## src/rtl/parity_checker_1.sv

```systemverilog
// Bit-serial receive-side parity checker.
// Captures a data word, its received parity bit and the even/odd convention,
// then consumes the word one bit per cycle, LSB first. Afterwards it reports
// pass/fail and keeps a saturating count of failed checks.
//
// state  | meaning
// -------+-------------------------------------------------------------
// WAIT   | idle, a start here captures inputs and begins a check
// SCAN   | fold one data bit per cycle into the running parity
// CHECK  | compare running parity with received bit, update err count
// FINISH | one-cycle done pulse, results already valid

module parity_checker_1 #(
  parameter int DATA_WIDTH    = 8,
  parameter int ERR_CNT_WIDTH = 8
) (
  input  logic                     clk,
  input  logic                     rst,
  input  logic                     start,
  input  logic [DATA_WIDTH-1:0]    data_in,
  input  logic                     parity_in,
  input  logic                     odd_mode,
  input  logic                     clear_err,
  output logic                     busy,
  output logic                     done,
  output logic                     parity_ok,
  output logic                     parity_err,
  output logic [ERR_CNT_WIDTH-1:0] err_count
);

  localparam int IDX_W = (DATA_WIDTH > 2) ? $clog2(DATA_WIDTH) : 1;
  localparam logic [IDX_W-1:0] LAST_IDX = IDX_W'(DATA_WIDTH - 1);

  localparam logic [1:0] S_WAIT   = 2'd0;
  localparam logic [1:0] S_SCAN   = 2'd1;
  localparam logic [1:0] S_CHECK  = 2'd2;
  localparam logic [1:0] S_FINISH = 2'd3;

  logic [1:0]               state_q, state_d;
  logic [DATA_WIDTH-1:0]    shift_q, shift_d;
  logic                     par_q, par_d;
  logic                     odd_q, odd_d;
  logic                     ones_q, ones_d;
  logic [IDX_W-1:0]         idx_q, idx_d;
  logic                     ok_q, ok_d;
  logic                     perr_q, perr_d;
  logic [ERR_CNT_WIDTH-1:0] cnt_q, cnt_d;
  logic                     busy_q, busy_d;
  logic                     chk_err;

  // Running parity of the data combined with the received bit; for the odd
  // convention a correct word makes this 1, so odd_q folds that back to 0.
  assign chk_err = ones_q ^ par_q ^ odd_q;

  // Next-state and datapath update for the scan sequence.
  always_comb begin
    state_d = state_q;
    shift_d = shift_q;
    par_d   = par_q;
    odd_d   = odd_q;
    ones_d  = ones_q;
    idx_d   = idx_q;
    ok_d    = ok_q;
    perr_d  = perr_q;
    cnt_d   = cnt_q;

    case (state_q)
      S_WAIT: begin
        if (start) begin
          shift_d = data_in;
          par_d   = parity_in;
          odd_d   = odd_mode;
          ones_d  = 1'b0;
          idx_d   = '0;
          ok_d    = 1'b0;
          perr_d  = 1'b0;
          state_d = S_SCAN;
        end
      end
      S_SCAN: begin
        ones_d  = ones_q ^ shift_q[0];
        shift_d = shift_q >> 1;
        idx_d   = idx_q + IDX_W'(1);
        if (idx_q == LAST_IDX) begin
          state_d = S_CHECK;
        end
      end
      S_CHECK: begin
        perr_d = chk_err;
        ok_d   = ~chk_err;
        if (chk_err && (cnt_q != '1)) begin
          cnt_d = cnt_q + ERR_CNT_WIDTH'(1);
        end
        state_d = S_FINISH;
      end
      S_FINISH: begin
        state_d = S_WAIT;
      end
      default: begin
        state_d = S_WAIT;
      end
    endcase

    // Clear has priority over a same-cycle increment.
    if (clear_err) begin
      cnt_d = '0;
    end

    busy_d = (state_d != S_WAIT);
  end

  // State and datapath registers with synchronous reset.
  always_ff @(posedge clk) begin
    if (rst) begin
      state_q <= S_WAIT;
      shift_q <= '0;
      par_q   <= 1'b0;
      odd_q   <= 1'b0;
      ones_q  <= 1'b0;
      idx_q   <= '0;
      ok_q    <= 1'b0;
      perr_q  <= 1'b0;
      cnt_q   <= '0;
      busy_q  <= 1'b0;
    end else begin
      state_q <= state_d;
      shift_q <= shift_d;
      par_q   <= par_d;
      odd_q   <= odd_d;
      ones_q  <= ones_d;
      idx_q   <= idx_d;
      ok_q    <= ok_d;
      perr_q  <= perr_d;
      cnt_q   <= cnt_d;
      busy_q  <= busy_d;
    end
  end

  assign busy       = busy_q;
  assign done       = (state_q == S_FINISH);
  assign parity_ok  = ok_q;
  assign parity_err = perr_q;
  assign err_count  = cnt_q;

endmodule
```

## config.mk

```make
export PLATFORM = sky130hd
export DESIGN_NAME = parity_checker_1
export DESIGN_NICKNAME = d
export VERILOG_FILES = /design/src/rtl/parity_checker_1.sv
export SDC_FILE = /design/constraint.sdc
export NUM_CORES = 1
export LEC_CHECK = 0
export CORE_UTILIZATION = 45
export CTS_CLUSTER_SIZE = 12
export DETAILED_ROUTE_END_ITERATION = 6
export GPL_ROUTABILITY_DRIVEN = 0
export PLACE_DENSITY = 0.72
export SLEW_MARGIN = 5
export SYNTH_ARGS = -nofsm -noshare
export SYNTH_HDL_FRONTEND = slang
export SYNTH_SLANG_ARGS = --single-unit
```

## constraint.sdc

```tcl
create_clock -name clk -period 2.05 [get_ports clk]
set_clock_uncertainty 0.1 [all_clocks]
set_input_delay 0.205 -clock clk [delete_from_list [all_inputs] [get_ports clk]]
set_output_delay 0.205 -clock clk [all_outputs]
set_load 0.05 [all_outputs]
```

==> key figures, run 1 <==
Run status
  – Status: complete, no violations

Power and ir drop
  – Power Density: 610 nW/um^2
  – Worst vdd ir: approximately 500 uV
  – Total power: approximately 0.93 mW
  – Leak: 0.575 nW

Yosys
  – Cell variety after synth: 34
  – Proportion of synthesized chip area in sequential cells: about 45%
  – Post-Syn Area: roughly 1200 um^2
  – #FFs+latches synth: 27
  – Syn. warnings: 0
  – Mapped Cells: 145
  – Synthesized Nets: 162
  – Syn_area_per_cell: 8.37 um^2

Setup path
  – Reg-to-reg slack, setup: 0.33 ns
  – CP endpoint kind: primary output
  – Buffers plus inverters on the worst setup path: 1
  – CP Depth: 1
  – CP Max Fanout: 8
  – CP delay by family, top: buffers and inverters
  – Crit path capture: err_count[3]
  – Worst R2R Start: ones_q$_SDFFE_PP0P_
  – Crit start category: register
  – Crit path DAT: 1.64 ns
  – WS Path Type: register to primary output
  – Worst EP required: 1.75 ns
  – Crit path cell chain: clkdlybuf4s50_1
  – Crit path from: err_count[3]$_SDFFE_PP0P_
  – Max incr delay on CP: roughly 0.84 ns
  – Crit Reg-Reg Endpoint: err_count[7]$_SDFFE_PP0P_
  – Slowest stage cell, crit path: clkdlybuf4s50_1
  – Reg2Reg Depth: 4

Place
  – Port Buffers: 25
  – Hpwl dp: 1910 um
  – Placed cell areas: 1500 um^2

Timing
  – Tcrit/Tclk final: 94.8%
  – Setup TNS: 0 ns
  – Slew @ Worst Pin: 0.491 ns
  – Final setup vio count: 0
  – Slew headroom: 67.2%
  – Minimum clock period: 1.94 ns
  – RSZ-0062 raised after global routing: no
  – Slew Limit Fails: 0
  – Fin. Hold Viols: 0
  – Hold slack: 0.304 ns
  – Highest clock rate: 0.514 GHz

CTS
  – # hold bufs at CTS: 0
  – Post-CTS sizing: 0
  – Clock buffer count from CTS: 3
  – CTS tree: built
  – Post-CTS Setup Repair Bufs: 0
  – CTS sink count: 27
  – Clk slew on worst S/H paths: about 0.14 ns
  – Clock buffer depth: 2
  – Root Driver: clkbuf_4
  – H-tree depth: 1
  – Worst skew pair latency: 0.33 ns

Worst hold path
  – Min-Delay Path Depth: 3
  – Min-delay worst type: primary input to register

Floorplanning
  – # IOs: 26
  – Initial core utilization: 48.1%
  – Die Wd: between 50 and 60 um
  – Cell row count: 18
  – Die ar.: about 2900 um^2
  – Vert. Die Dim: 53.9 um
  – Core Area: between 2000 and 3000 um^2

Run
  – Max cap viols: 0

Route
  – Routed len/inst: 12.7 um
  – Post-DRT Antenna Nets: 0
  – Drt via density: 5.53
  – DRT Pass-1 Iters: 4
  – DR iter-0 viols: 16
  – # DRC: 0
  – Post-Route WL: ~2500 um
  – Vias: 1106

Global routing
  – First-pass GRT wire length: just over 4000 um
  – Gr usage total: about a fifth
  – Vias in the first global route: between 900 and 1000
  – Initial antenna violation count: 0
  – Pin count of the biggest net entering global routing: 17
  – GRT overflow: 0

Layout
  – Area grow syn2layout: 25.9%
  – Final instance area: around 1500 um^2
  – Nets: 188
  – Commonest non-fill, non-tap cell in the layout: dfxtp_1
  – Final Core Density: 60.6%
  – Ratio of cells with drive above 1 in the final layout: 8.82%
  – Antenna diodes: 0
  – Most frequent cells in the layout: dfxtp_1 (27), clkdlybuf4s50_1 (24), nand2_1 (21), nor2_1 (19), a21oi_1 (14)
[power by group]
group	leakage [nW]	internal, mW	switching [mW]
Clock	0.0139	0.0747	0.163
Sequential	0.221	0.549	0.0160
Combinational	0.341	0.0647	0.0639
[kinds of logic (layout without fill, tap and decap cells)]
group	after synthesis	in the layout	share of synthesized area (%)
AO/OA/AOI/OAI	38	38	20.1
adder cells (fa/ha/maj)	3	3	3.09
XOR/XNOR	1	1	2.06
AND/OR/NAND/NOR	66	66	26.5
flip-flops	27	27	44.5
multiplexers	1	1	0.825
buffers and inverters	9	34	2.89
[metrics by stage]
step	cells	worst slack, ns
6_report	200	0.106
5_1_grt	200	0.0312
2_1_floorplan	145	0.307
3_3_place_gp	196	0.422
3_5_place_dp	196	0.386
4_1_cts	200	0.107
[flip-flops by register name, summed over array words and instances (netlist names)]
name,count
err_count,8
par_q,1
busy,1
ones_q,1
parity_err,1
odd_q,1
shift_q,8
parity_ok,1
idx_q,3
state_q,2
[synth_stat cells]
master / number / area (um^2)
a211oi_1: 2 / 15.0
a21oi_1: 14 / 70.1
a22oi_1: 3 / 22.5
a311oi_1: 8 / 70.1
a31o_2: 1 / 8.76
and2_0: 1 / 6.26
and2_1: 1 / 6.26
and2b_2: 1 / 8.76
and4_1: 1 / 8.76
buf_2: 1 / 5.00
clkbuf_1: 7 / 26.3
dfxtp_1: 27 / 541
ha_1: 3 / 37.5
inv_1: 1 / 3.75
mux2i_1: 1 / 10.0
nand2_1: 21 / 78.8
nand2_4: 1 / 11.3
nand2b_1: 2 / 12.5
nand3_1: 3 / 15.0
nand3b_1: 1 / 7.51
nand4_1: 3 / 18.8
nor2_1: 19 / 71.3
nor2b_1: 2 / 12.5
nor3_1: 1 / 5.00
nor3b_1: 1 / 7.51
nor4_1: 1 / 6.26
o21a_1: 1 / 7.51
o21ai_0: 7 / 35.0
o21bai_1: 1 / 7.51
o31ai_1: 1 / 7.51
or2_2: 2 / 12.5
or3_1: 4 / 25.0
or4_1: 1 / 7.51
xor3_2: 1 / 25.0
[worst min-delay path, delay by kind of cell]
family | cells | cell delay [ns]
AOI/OAI and AO/OA | 1 | 0.05
and+or+nand+nor | 1 | 0.05
buffers and inverters | 1 | 0.39
[worst min-delay path by stage]
stage,start,end,slack [ns]
after floorplan,odd_mode,odd_q$_SDFFE_PP0P_,0.24
after global placement,shift_q[5]$_SDFFE_PP0P_,shift_q[4]$_SDFFE_PP0P_,0.36
after detailed placement,idx_q[0]$_SDFFE_PP0P_,idx_q[0]$_SDFFE_PP0P_,0.37
after CTS,parity_in,par_q$_SDFFE_PP0P_,0.30
after global routing,parity_in,par_q$_SDFFE_PP0P_,0.31
final,parity_in,par_q$_SDFFE_PP0P_,0.30
[cell type report]
class | count | area, um^2
multi-input combinational | 109 | 638
clock buffer | 3 | 22.5
fill | 236 | 995
timing repair buffer | 29 | 278
inverter | 1 | 3.75
tap | 30 | 37.5
sequential | 27 | 541
clock inverter | 1 | 7.51
[routing by layer]
layer	vias to the layer above	global-route usage, %	share of wire [%]
li1	568	-	-
met1	507	26.7	49
met2	27	29.4	44
met3	4	2.82	4.4
met4	0	11.0	1.9
met5	-	0	0
Power figures use the tool's default switching activity.
==> inputs of run 2 (changes only) <==
- SLEW_MARGIN: 5 -> unset
==> results of run 2 <==
Same layout as run 1: the final DEF is identical, and so are final timing and power.
